<file path="src/rtl/uart_pkg.sv">
// Shared types for the UART receiver: FSM state encoding and default frame width.
package uart_pkg;

    typedef enum logic [2:0] {
        IDLE   = 3'd0,
        START  = 3'd1,
        DATA   = 3'd2,
        PARITY = 3'd3,
        STOP   = 3'd4
    } uart_rx_state_t;

    localparam int unsigned UART_DATA_BITS = 8;

endpackage

</file>
<file path="src/rtl/uart_rx_sync.sv">
// Two-flop synchroniser for the asynchronous rx line; resets to the idle (high) level.
module uart_rx_sync (
    input  logic clk,
    input  logic rst_n,
    input  logic d,
    output logic q
);

    logic meta;

    always_ff @(posedge clk or negedge rst_n) begin
        if (!rst_n) begin
            meta <= 1'b1;
            q    <= 1'b1;
        end else begin
            meta <= d;
            q    <= meta;
        end
    end

endmodule

</file>
<file path="src/rtl/uart_rx.sv">
// UART receiver (start + DATA_BITS + [parity] + stop, LSB first) with valid/ready output.
// Optional parity bit and parity_err enabled by macro UART_RX_PARITY_EN.
module uart_rx
    import uart_pkg::*;
#(
    parameter int unsigned CLKS_PER_BIT = 16,
    parameter int unsigned DATA_BITS    = UART_DATA_BITS
`ifdef UART_RX_PARITY_EN
    ,
    parameter int unsigned PARITY_ODD   = 0
`endif
) (
    input  logic                 clk,
    input  logic                 rst_n,
    input  logic                 rx,
    output logic [DATA_BITS-1:0] rx_data,
    output logic                 rx_valid,
    input  logic                 rx_ready,
    output logic                 frame_err,
    output logic                 parity_err,
    output logic                 overrun
);

    localparam int unsigned CNT_W = (CLKS_PER_BIT > 1) ? $clog2(CLKS_PER_BIT) : 1;
    localparam int unsigned IDX_W = (DATA_BITS > 1) ? $clog2(DATA_BITS) : 1;

    localparam logic [CNT_W-1:0] HALF_CNT = CNT_W'(CLKS_PER_BIT / 2 - 1);
    localparam logic [CNT_W-1:0] LAST_CNT = CNT_W'(CLKS_PER_BIT - 1);
    localparam logic [IDX_W-1:0] LAST_IDX = IDX_W'(DATA_BITS - 1);

    localparam logic [2:0] S_IDLE   = 3'(IDLE);
    localparam logic [2:0] S_START  = 3'(START);
    localparam logic [2:0] S_DATA   = 3'(DATA);
    localparam logic [2:0] S_STOP   = 3'(STOP);
`ifdef UART_RX_PARITY_EN
    localparam logic [2:0] S_PARITY = 3'(PARITY);
    localparam logic [2:0] S_AFTER_DATA = S_PARITY;
`else
    localparam logic [2:0] S_AFTER_DATA = S_STOP;
`endif

    logic                 rx_s;
    logic [2:0]           state, state_n;
    logic [CNT_W-1:0]     bit_cnt, bit_cnt_n;
    logic [IDX_W-1:0]     idx, idx_n;
    logic [DATA_BITS-1:0] shreg, shreg_n;
    logic [DATA_BITS-1:0] rx_data_n;
    logic                 rx_valid_n;
    logic                 frame_err_n;
    logic                 overrun_n;
`ifdef UART_RX_PARITY_EN
    logic                 par_bad, par_bad_n;
    logic                 parity_err_n;
`endif

    uart_rx_sync u_sync (
        .clk   (clk),
        .rst_n (rst_n),
        .d     (rx),
        .q     (rx_s)
    );

    // Next-state, datapath and output decode.
    always_comb begin
        state_n     = state;
        bit_cnt_n   = bit_cnt + 1'b1;
        idx_n       = idx;
        shreg_n     = shreg;
        rx_data_n   = rx_data;
        rx_valid_n  = rx_valid & ~rx_ready;
        frame_err_n = 1'b0;
        overrun_n   = 1'b0;
`ifdef UART_RX_PARITY_EN
        par_bad_n    = par_bad;
        parity_err_n = 1'b0;
`endif
        case (state)
            S_IDLE: begin
                bit_cnt_n = '0;
                if (!rx_s) state_n = S_START;
            end
            S_START: begin
                if (bit_cnt == HALF_CNT) begin
                    bit_cnt_n = '0;
                    idx_n     = '0;
                    state_n   = rx_s ? S_IDLE : S_DATA;
                end
            end
            S_DATA: begin
                if (bit_cnt == LAST_CNT) begin
                    bit_cnt_n = '0;
                    shreg_n   = {rx_s, shreg[DATA_BITS-1:1]};
                    idx_n     = idx + 1'b1;
                    if (idx == LAST_IDX) state_n = S_AFTER_DATA;
                end
            end
`ifdef UART_RX_PARITY_EN
            S_PARITY: begin
                if (bit_cnt == LAST_CNT) begin
                    bit_cnt_n = '0;
                    par_bad_n = rx_s ^ (^shreg) ^ 1'(PARITY_ODD);
                    state_n   = S_STOP;
                end
            end
`endif
            S_STOP: begin
                // Leave at mid-stop so a back-to-back start edge is not missed.
                if (bit_cnt == LAST_CNT) begin
                    bit_cnt_n = '0;
                    state_n   = S_IDLE;
                    if (!rx_s) begin
                        frame_err_n = 1'b1;
                    end
`ifdef UART_RX_PARITY_EN
                    else if (par_bad) begin
                        parity_err_n = 1'b1;
                    end
`endif
                    else if (!rx_valid || rx_ready) begin
                        rx_data_n  = shreg;
                        rx_valid_n = 1'b1;
                    end else begin
                        overrun_n = 1'b1;
                    end
                end
            end
            default: begin
                bit_cnt_n = '0;
                state_n   = S_IDLE;
            end
        endcase
    end

    always_ff @(posedge clk or negedge rst_n) begin
        if (!rst_n) begin
            state     <= S_IDLE;
            bit_cnt   <= '0;
            idx       <= '0;
            shreg     <= '0;
            rx_data   <= '0;
            rx_valid  <= 1'b0;
            frame_err <= 1'b0;
            overrun   <= 1'b0;
        end else begin
            state     <= state_n;
            bit_cnt   <= bit_cnt_n;
            idx       <= idx_n;
            shreg     <= shreg_n;
            rx_data   <= rx_data_n;
            rx_valid  <= rx_valid_n;
            frame_err <= frame_err_n;
            overrun   <= overrun_n;
        end
    end

`ifdef UART_RX_PARITY_EN
    always_ff @(posedge clk or negedge rst_n) begin
        if (!rst_n) begin
            par_bad    <= 1'b0;
            parity_err <= 1'b0;
        end else begin
            par_bad    <= par_bad_n;
            parity_err <= parity_err_n;
        end
    end
`else
    assign parity_err = 1'b0;
`endif

endmodule
</file>
<file path="config.mk">
export PLATFORM = sky130hd
export DESIGN_NAME = uart_rx
export DESIGN_NICKNAME = d
export VERILOG_FILES = /design/src/rtl/uart_pkg.sv /design/src/rtl/uart_rx_sync.sv /design/src/rtl/uart_rx.sv
export SDC_FILE = /design/constraint.sdc
export NUM_CORES = 1
export LEC_CHECK = 0
export CORE_MARGIN = 1
export CORE_UTILIZATION = 28
export CTS_BUF_LIST = sky130_fd_sc_hd__clkbuf_4
export DETAILED_ROUTE_END_ITERATION = 10
export SLEW_MARGIN = 20
export SYNTH_ARGS = -nofsm -noshare
export SYNTH_HDL_FRONTEND = slang
export SYNTH_HIERARCHICAL = 1
export SYNTH_SLANG_ARGS = --single-unit
</file>
<file path="constraint.sdc">
create_clock -name clk -period 1.6 [get_ports clk]
set_clock_uncertainty 0.1 [all_clocks]
set_input_delay 0.16 -clock clk [delete_from_list [all_inputs] [get_ports clk]]
set_output_delay 0.16 -clock clk [all_outputs]
set_load 0.01 [all_outputs]
</file>
**Word-level counts from Yosys, hierarchy flattened**

Cells that the tools add are included.

- Input port bits: 4
- Output and inout bits: 12
- Logic and storage cells: 58
- Register bits: 31

- Multiplexer cells: 24
- Eq/ne operators: 11
- Bitwise operators: 2
- Reduce and logical (&&, ||, !) cells: 9
- Add/sub/neg operators: 2

Operators by type and width:

| kind | number |
|---|---|
| $mux W3 | 7 |
| $pmux W3 S4 | 1 |
| $mux W1 | 11 |
| $ne A2 B2 Y1 const B | 5 |
| $mux W4 | 2 |
| $pmux W4 S2 | 1 |
| $eq A3 B3 Y1 const B | 2 |
| $pmux W3 S2 | 1 |
| $reduce_and A5 Y1 | 1 |
| $add A4 B1 Y4 const B | 1 |
| $eq A4 B3 Y1 const B | 1 |
| $eq A4 B4 Y1 const B | 1 |
| $reduce_and A4 Y1 | 1 |
| $add A3 B1 Y3 const B | 1 |
| $eq A3 B1 Y1 const B | 1 |
| $eq A3 B2 Y1 const B | 1 |
| $logic_not A3 Y1 | 1 |
| $reduce_and A3 Y1 | 1 |
| $mux W2 | 1 |
| $reduce_and A2 Y1 | 1 |
| $reduce_bool A2 Y1 | 1 |
| $reduce_or A2 Y1 | 1 |
| $and A1 B1 Y1 | 1 |
| $logic_not A1 Y1 | 1 |
| other kinds (2) | 2 |

**Depth between registers and ports, before layout**

Gate-level depths: netlist (run 1).

- Word-level depth: 6
- Mapped depth: 6
- Depth with buffers taken out: 5

**Cells and area by module**

Netlist (run 1), hierarchy kept.

Modules (own cells, without submodules):

| module | seq. area each (sq um) | area each (sq um) | instances | cells an instance |
|---|---|---|---|---|
| uart_rx | 725.7 | 1,262.5 | 1 | 98 |
| uart_rx_sync | 52.6 | 52.6 | 1 | 2 |

**Least setup slack after synthesis (run 1)**

No wires, ideal clock.

- Kind: reg2reg
- Start: register bit_cnt[0]
- End: register shreg[1]
- Data required time: 1.373 ns
- Path buffers: 2
- Cell stages (with the launch flop): 7
- Data arrival time: 1.472 ns
- Slack: -0.100 ns
- Period minus slack after synthesis: 1.700 ns
- Library setup time: 0.127 ns
- Cells stage by stage: dfrtp_1 ha_1 and3_1 buf_2 and3_1 buf_2 mux2_1

- Word-level cells in the longest chain between the ends: 2

Ends and longest elaborated chain:

| item | line | text |
|---|---|---|
| from (decl) | uart_rx.sv:44 | `logic [CNT_W-1:0] bit_cnt, bit_cnt_n;` |
| from (signal assigned) | uart_rx.sv:146 | `bit_cnt <= bit_cnt_n;` |
| $eq A4 B4 Y1 | uart_rx.sv:90 | `if (bit_cnt == LAST_CNT) begin` |
| $reduce_and A2 Y1 (no source line) | n/a |  |
| to (signal assigned) | uart_rx.sv:148 | `shreg <= shreg_n;` |
| to (decl) | uart_rx.sv:46 | `logic [DATA_BITS-1:0] shreg, shreg_n;` |

No other way between the ends.
A chain may end at the register's enable or synchronous reset.

**Worst setup path after layout (run 1)**

- Start: register state[0]
- End: register idx[0]

- Word-level cells in the longest chain between the ends: 3
- Elaborated cells between the ends (all ways): 7
- Those cells by class: eq/ne (4); mux (1); reduce/logical (2)

Ends and longest elaborated chain:

| item | line | text |
|---|---|---|
| from (decl) | uart_rx.sv:43 | `logic [2:0] state, state_n;` |
| from (signal assigned) | uart_rx.sv:145 | `state <= state_n;` |
| $eq A3 B2 Y1 / $eq A3 B1 Y1 (equally long branches) | uart_rx.sv:77 | `case (state)` |
| $ne A2 B2 Y1 (no source line) / $reduce_bool A2 Y1 (equally long branches) | n/a |  |
| $reduce_and A3 Y1 (no source line) | n/a |  |
| to (signal assigned) | uart_rx.sv:147 | `idx <= idx_n;` |
| to (decl) | uart_rx.sv:45 | `logic [IDX_W-1:0] idx, idx_n;` |

Parallel ways exist; a longest one is shown, timed or not.

==> results.py, run 1 <==
metrics = {
    "pwr": {
        "p_per_area_mw_per_mm2": 1060,
        "combinationalPowerShare": 0.250,
        "switching_share": 0.291,
        "p_seq_frac": 0.510,
        "clockPowerShare": 0.240,
        "power.switching_mw": 0.522,
        "total_power_mw": 1.79,
        "peakVddDrop_mv": 0.641,
        "p_leak_nw": 0.807,
        "p_int_mw": 1.27,
    },
    "detailed_routing": {
        "drt_wl_total_um": 2430,
        "drtAntennaViolNets": 0,
        "dr.pass1.iters": 4,
        "viasPerCell": 4.64,
        "vias": 844,
        "post_drt_wl_per_cell_um": 13.3,
        "post-route-drc-count": 0,
        "first_iter_violations": 11,
    },
    "synthesis": {
        "ys_ff_latch": 31,
        "yosysSeqAreaShare": 0.592,
        "syn_nets": 107,
        "yosys_warnings": 6,
        "synth-edff-count": 0,
        "netlist_area_sq_mm": 0.00132,
        "syn_inst": 100,
        "post_synth_num_cell_types": 33,
        "synth_commonest_cells": "29 x dfrtp_1, 14 x mux2_2, 7 x nor2_1",
        "synthArstFlopShare": 1.00,
        "yosysTopAreaCell": "dfrtp_1",
        "syn-mean-instance-area_sq_um": 13.2,
        "synth_top_area_share": 0.552,
        "yosysMostFrequentCell": "dfrtp_1",
        "synth_area_leaders": "dfrtp_1 55%, mux2_2 12%, dfstp_2 4.0%",
        "ys.flop_type": "dfrtp_1",
    },
    "clock_network": {
        "cts_root_buffer": "clkbuf_4",
        "clk_pin_slew_worst_paths_ns": 0.10,
        "cts.sinks": 31,
        "clockBufferDepth": 2,
        "cts_max_level": 2,
        "clk_latency_ns": 0.33,
        "cts_hold_buffers": 0,
        "cts_buffers": 5,
        "tritoncts": "yes",
    },
    "sta": {
        "fmax_ghz": 0.628,
        "finalSetupViolations": 0,
        "maxSlewViolCount": 0,
        "layout_min_cycle_time_ns": 1.59,
        "whs_ns": 0.0568,
        "hold_viol_final": 0,
        "post-route-period-util": 0.995,
        "rsz0062_at_grt": "yes",
    },
    "job": {
        "timing.max_cap.violations": 0,
    },
    "global_route": {
        "gr-total-overflow": 0,
        "grt_max_degree": 23,
        "grt_pass1_wl_um": 4100,
        "antenna_found_initial": 0,
        "globalRouteTotalUtil": 0.109,
        "grt_pass1_vias": 893,
    },
    "worst_setup_path": {
        "cp_max_fo": 5,
        "path_depth": 3,
        "crit_path_cell_trace": "or3b_1 -> a211o_1 -> mux2_4",
        "worst_ep_required_time_ns": 1.73,
        "crit_family": "flip-flops",
        "slowest_stage": "dfrtp_1",
        "start_kind": "register",
        "cp-end-kind": "register",
        "path_buf_inv": 0,
        "crit_type": "reg -> reg",
        "critPathArrivalTime_ns": 1.72,
        "worst_path_largest_cell_delay_ns": 0.43,
        "reg2reg_depth": 3,
    },
    "layout": {
        "postLayoutCoreUtil": 0.381,
        "area_delta_synth_final_pct": 28.6,
        "post_route_cells_drive_above_1_share": 0.362,
        "nets": 136,
        "antenna_cells": 0,
        "fillers": 427,
    },
    "floorplanning": {
        "num_rows": 24,
        "design.core.area_sq_mm": 0.00444,
        "die_area_sq_mm": 0.00497,
        "die_h_um": 70.5,
        "boundaryPins": 16,
        "chipWidth_um": 70.5,
        "start_util": 0.296,
    },
    "run_status": {
        "outcome": "completed",
    },
    "placement": {
        "gp_congestion": 0.729,
        "hpwl_um": 1690,
        "port_buffers": 14,
    },
    "worst_hold_path": {
        "hold_class": "in -> async",
    },
}
==> layout by cell type, fill, tap and decap left out, types with 3 or more instances in the layout <==
cell type,instances
mux2_2,14
mux2_4,3
clkbuf_4,6
nor2_1,7
nand3_1,3
dfrtp_1,29
buf_4,12
clkdlybuf4s50_1,14
nand2_1,3
==> kinds of logic after synthesis <==
group,Yosys count,synth area share
and+or+nand+nor,29,0.127
buffers and inverters,8,0.0371
DFF,31,0.592
xor gates and xnor gates,3,0.0200
muxes,17,0.148
adders and majority gates,3,0.0285
AOI/OAI and AO/OA,8,0.0447
other,1,0.00285
==> sequential cells by signal, summed over array words and instances, names as in the netlist <==
name         flops
frame_err        1
overrun          1
shreg            8
rx_data          8
u_sync/meta      1
rx_valid         1
state            3
u_sync/q         1
idx              3
bit_cnt          4
==> repair_timing <==
| action | CTS | global route |
|---|---|---|
| setup endpoints to repair | 9 | 8 |
| buffers inserted | 3 | 0 |
| resized for setup | 1 | 4 |
==> per-stage QoR <==
stage | cells | setup WS, ns | setup TNS [ns] | area [sq um]
after global placement | 171 | -0.0179 | -0.136 | 1590
after CTS | 182 | 0.0121 | 0 | 1680
after detailed placement | 171 | -0.0522 | -0.347 | 1590
final | 182 | 0.00862 | 0 | 1690
after floorplan | 100 | 0.00926 | 0 | 1360
after global routing | 182 | -0.0327 | -0.213 | 1690
==> final timing paths <==
| check | slack, ns | startpoint | endpoint |
|---|---|---|---|
| min in group clk | 0.15 | rx | u_sync/meta |
| setup / recovery | 0.009 | state[0] | idx[0] |
| hold / removal | 0.06 | rst_n | rx_valid |
| max in group asynchronous | 0.85 | rst_n | shreg[7] |
| hold reg to reg | 0.26 | u_sync/meta | u_sync/q |
| setup reg to reg | 0.009 | state[0] | idx[0] |
==> power by group through the flow <==
stage	registers, mW	logic (mW)	clock network, mW
2_1_floorplan	0.907	0.297	0
3_3_place_gp	0.926	0.389	0
3_5_place_dp	0.930	0.407	0
4_1_cts	0.911	0.441	0.450
5_1_grt	0.924	0.493	0.489
6_report	0.913	0.448	0.430
==> worst reg2reg max path, cell delays in order, from the launching register on <==
cell and delay (ns):
dfrtp_1 0.43, or3b_1 0.37, a211o_1 0.31, mux2_4 0.27
==> layer usage <==
layer / wire, um / track usage / up-vias
met2: 1180 / 0.178 / 14
met5: 0 / 0 / -
met1: 1120 / 0.132 / 417
li1: - / - / 407
met3: 87 / 0.0385 / 6
met4: 41 / 0.0467 / 0
==> final cells by class <==
type                       count  area [sq um]  area share
timing repair buffer          28           262       0.155
inverter                       2          7.51     0.00444
multi-input combinational     61           527       0.311
clock inverter                 2          7.51     0.00444
tap                           52          65.1      0.0385
sequential                    31           778       0.460
clock buffer                   6          45.0      0.0266
Power figures use the tool's default switching activity.
==> inputs of run 2 (changes only) <==
- SKIP_CTS_REPAIR_TIMING: unset -> 1
==> results.py, run 2 (synthesized netlist as in run 1, its figures left out) <==
metrics = {
    "run_status": {
        "outcome": "complete, but fails checks",
        "violations": "setup timing",
    },
    "worst_setup_path": {
        "crit_path_cell_trace": "or3b_1 -> a211o_1 -> mux2_4",
        "worst_ep_required_time_ns": 1.72,
        "slowest_stage": "dfrtp_2",
        "reg2reg_depth": 3,
        "start_kind": "register",
        "reg2reg_setup_slack_ns": -0.001,
        "critPathArrivalTime_ns": 1.73,
        "crit_type": "reg -> reg",
        "path_buf_inv": 0,
        "cp_max_fo": 5,
        "crit_family": "flip-flops",
        "r2r-end": "idx[0]",
        "r2r_start": "state[1]",
        "worst_path_largest_cell_delay_ns": 0.45,
        "cp-end-kind": "register",
    },
    "detailed_routing": {
        "dr.pass1.iters": 4,
        "viasPerCell": 4.62,
        "drtAntennaViolNets": 0,
        "post-route-drc-count": 0,
        "first_iter_violations": 13,
        "drt_wl_total_um": 2380,
        "post_drt_wl_per_cell_um": 13.2,
        "vias": 831,
    },
    "pwr": {
        "p_per_area_mw_per_mm2": 1060,
        "peakVddDrop_mv": 0.640,
        "p_leak_nw": 0.794,
    },
    "layout": {
        "layout_common_cells": "28 x dfrtp_1, 14 x mux2_2, 14 x clkdlybuf4s50_1, 10 x buf_4, 7 x nor2_1",
        "fillers": 427,
        "layout_commonest_cell": "dfrtp_1",
        "layout.cells.non_filler": 180,
        "nets": 134,
        "area_delta_synth_final_pct": 27.6,
        "postLayoutCoreUtil": 0.378,
        "reg_top3": "rx_data (8), shreg (8), bit_cnt (4)",
        "antenna_cells": 0,
        "multi_input_area_sq_um": 527,
        "post_route_cells_drive_above_1_share": 0.359,
        "design_area_sq_mm": 0.00168,
        "seqCellArea_sq_um": 779,
    },
    "global_route": {
        "gr-total-overflow": 0,
        "grt_pass1_wl_um": 3990,
        "globalRouteTotalUtil": 0.106,
        "grt_max_degree": 23,
        "grt_pass1_vias": 864,
        "antenna_found_initial": 0,
    },
    "clock_network": {
        "clockBufferDepth": 2,
        "clk_latency_ns": 0.33,
        "tritoncts": "yes",
        "cts.sinks": 31,
        "cts_buffers": 5,
        "cts_root_buffer": "clkbuf_4",
        "cts_max_level": 2,
        "clk_pin_slew_worst_paths_ns": 0.10,
    },
    "job": {
        "timing.max_cap.violations": 0,
    },
    "sta": {
        "maxSlewViolCount": 0,
        "rsz0062_at_grt": "yes",
        "fmax_ghz": 0.624,
        "hold_viol_final": 0,
        "post-route-period-util": 1.00,
        "layout_min_cycle_time_ns": 1.60,
        "finalSetupViolations": 1,
        "setup_ws_ns": -0.00136,
    },
    "floorplanning": {
        "start_util": 0.296,
        "boundaryPins": 16,
        "die_h_um": 70.5,
        "die_area_sq_mm": 0.00497,
        "design.core.area_sq_mm": 0.00444,
        "num_rows": 24,
        "chipWidth_um": 70.5,
    },
    "placement": {
        "port_buffers": 14,
        "dpl-instance-area_sq_mm": 0.00159,
        "dp_slack_ns": -0.0522,
        "dpl.cell_count": 171,
        "hpwl_um": 1690,
        "gp_congestion": 0.729,
    },
    "worst_hold_path": {
        "hold_class": "in -> async",
    },
}
==> run 2: cell types whose count changed in the layout (fill, tap and decap cells not counted), sizes merged <==
cell | before | now
buf | 14 | 12
==> run 2: how the worst max path moves through the flow <==
stage / cells past startpoint / startpoint / slack [ns] / end
5_1_grt: 3 / state[0] / -0.03 / idx[0]
6_report: 3 / state[1] / -0.001 / idx[0]
3_3_place_gp: 4 / rx_ready / -0.02 / rx_data[2]
4_1_cts: 4 / bit_cnt[1] / -0.05 / rx_data[5]
3_5_place_dp: 4 / rx_ready / -0.05 / rx_data[5]
2_1_floorplan: 4 / bit_cnt[3] / 0.009 / idx[0]
==> run 2: routing by layer <==
metal | wire length [um] | track usage | up-vias
met5 | 0 | 0 | -
met2 | 1140 | 0.168 | 14
met3 | 87 | 0.0385 | 6
li1 | - | - | 401
met1 | 1110 | 0.131 | 410
met4 | 41 | 0.0467 | 0
==> run 2: report_power, final <==
part	leakage [nW]	internal (mW)	switching [mW]	total (mW)
Combinational	0.350	0.226	0.202	0.427
Sequential	0.414	0.853	0.0638	0.917
Clock	0.0307	0.179	0.249	0.429
==> run 2: cell type report <==
cell class | count | area share
sequential | 31 | 0.465
multi-input combinational | 61 | 0.314
timing repair buffer | 26 | 0.147
tap | 52 | 0.0388
clock buffer | 6 | 0.0268
clock inverter | 2 | 0.00447
inverter | 2 | 0.00447
==> run 2: per-stage QoR <==
step	hold slack (ns)	total power [mW]	setup TNS [ns]
CTS	0.0631	1.77	-0.328
detailed placement	0.253	1.34	-0.347
floorplan	-0.236	1.20	0
global route	0.0830	1.89	-0.215
global placement	0.247	1.31	-0.136
finish	0.0578	1.77	-0.00136
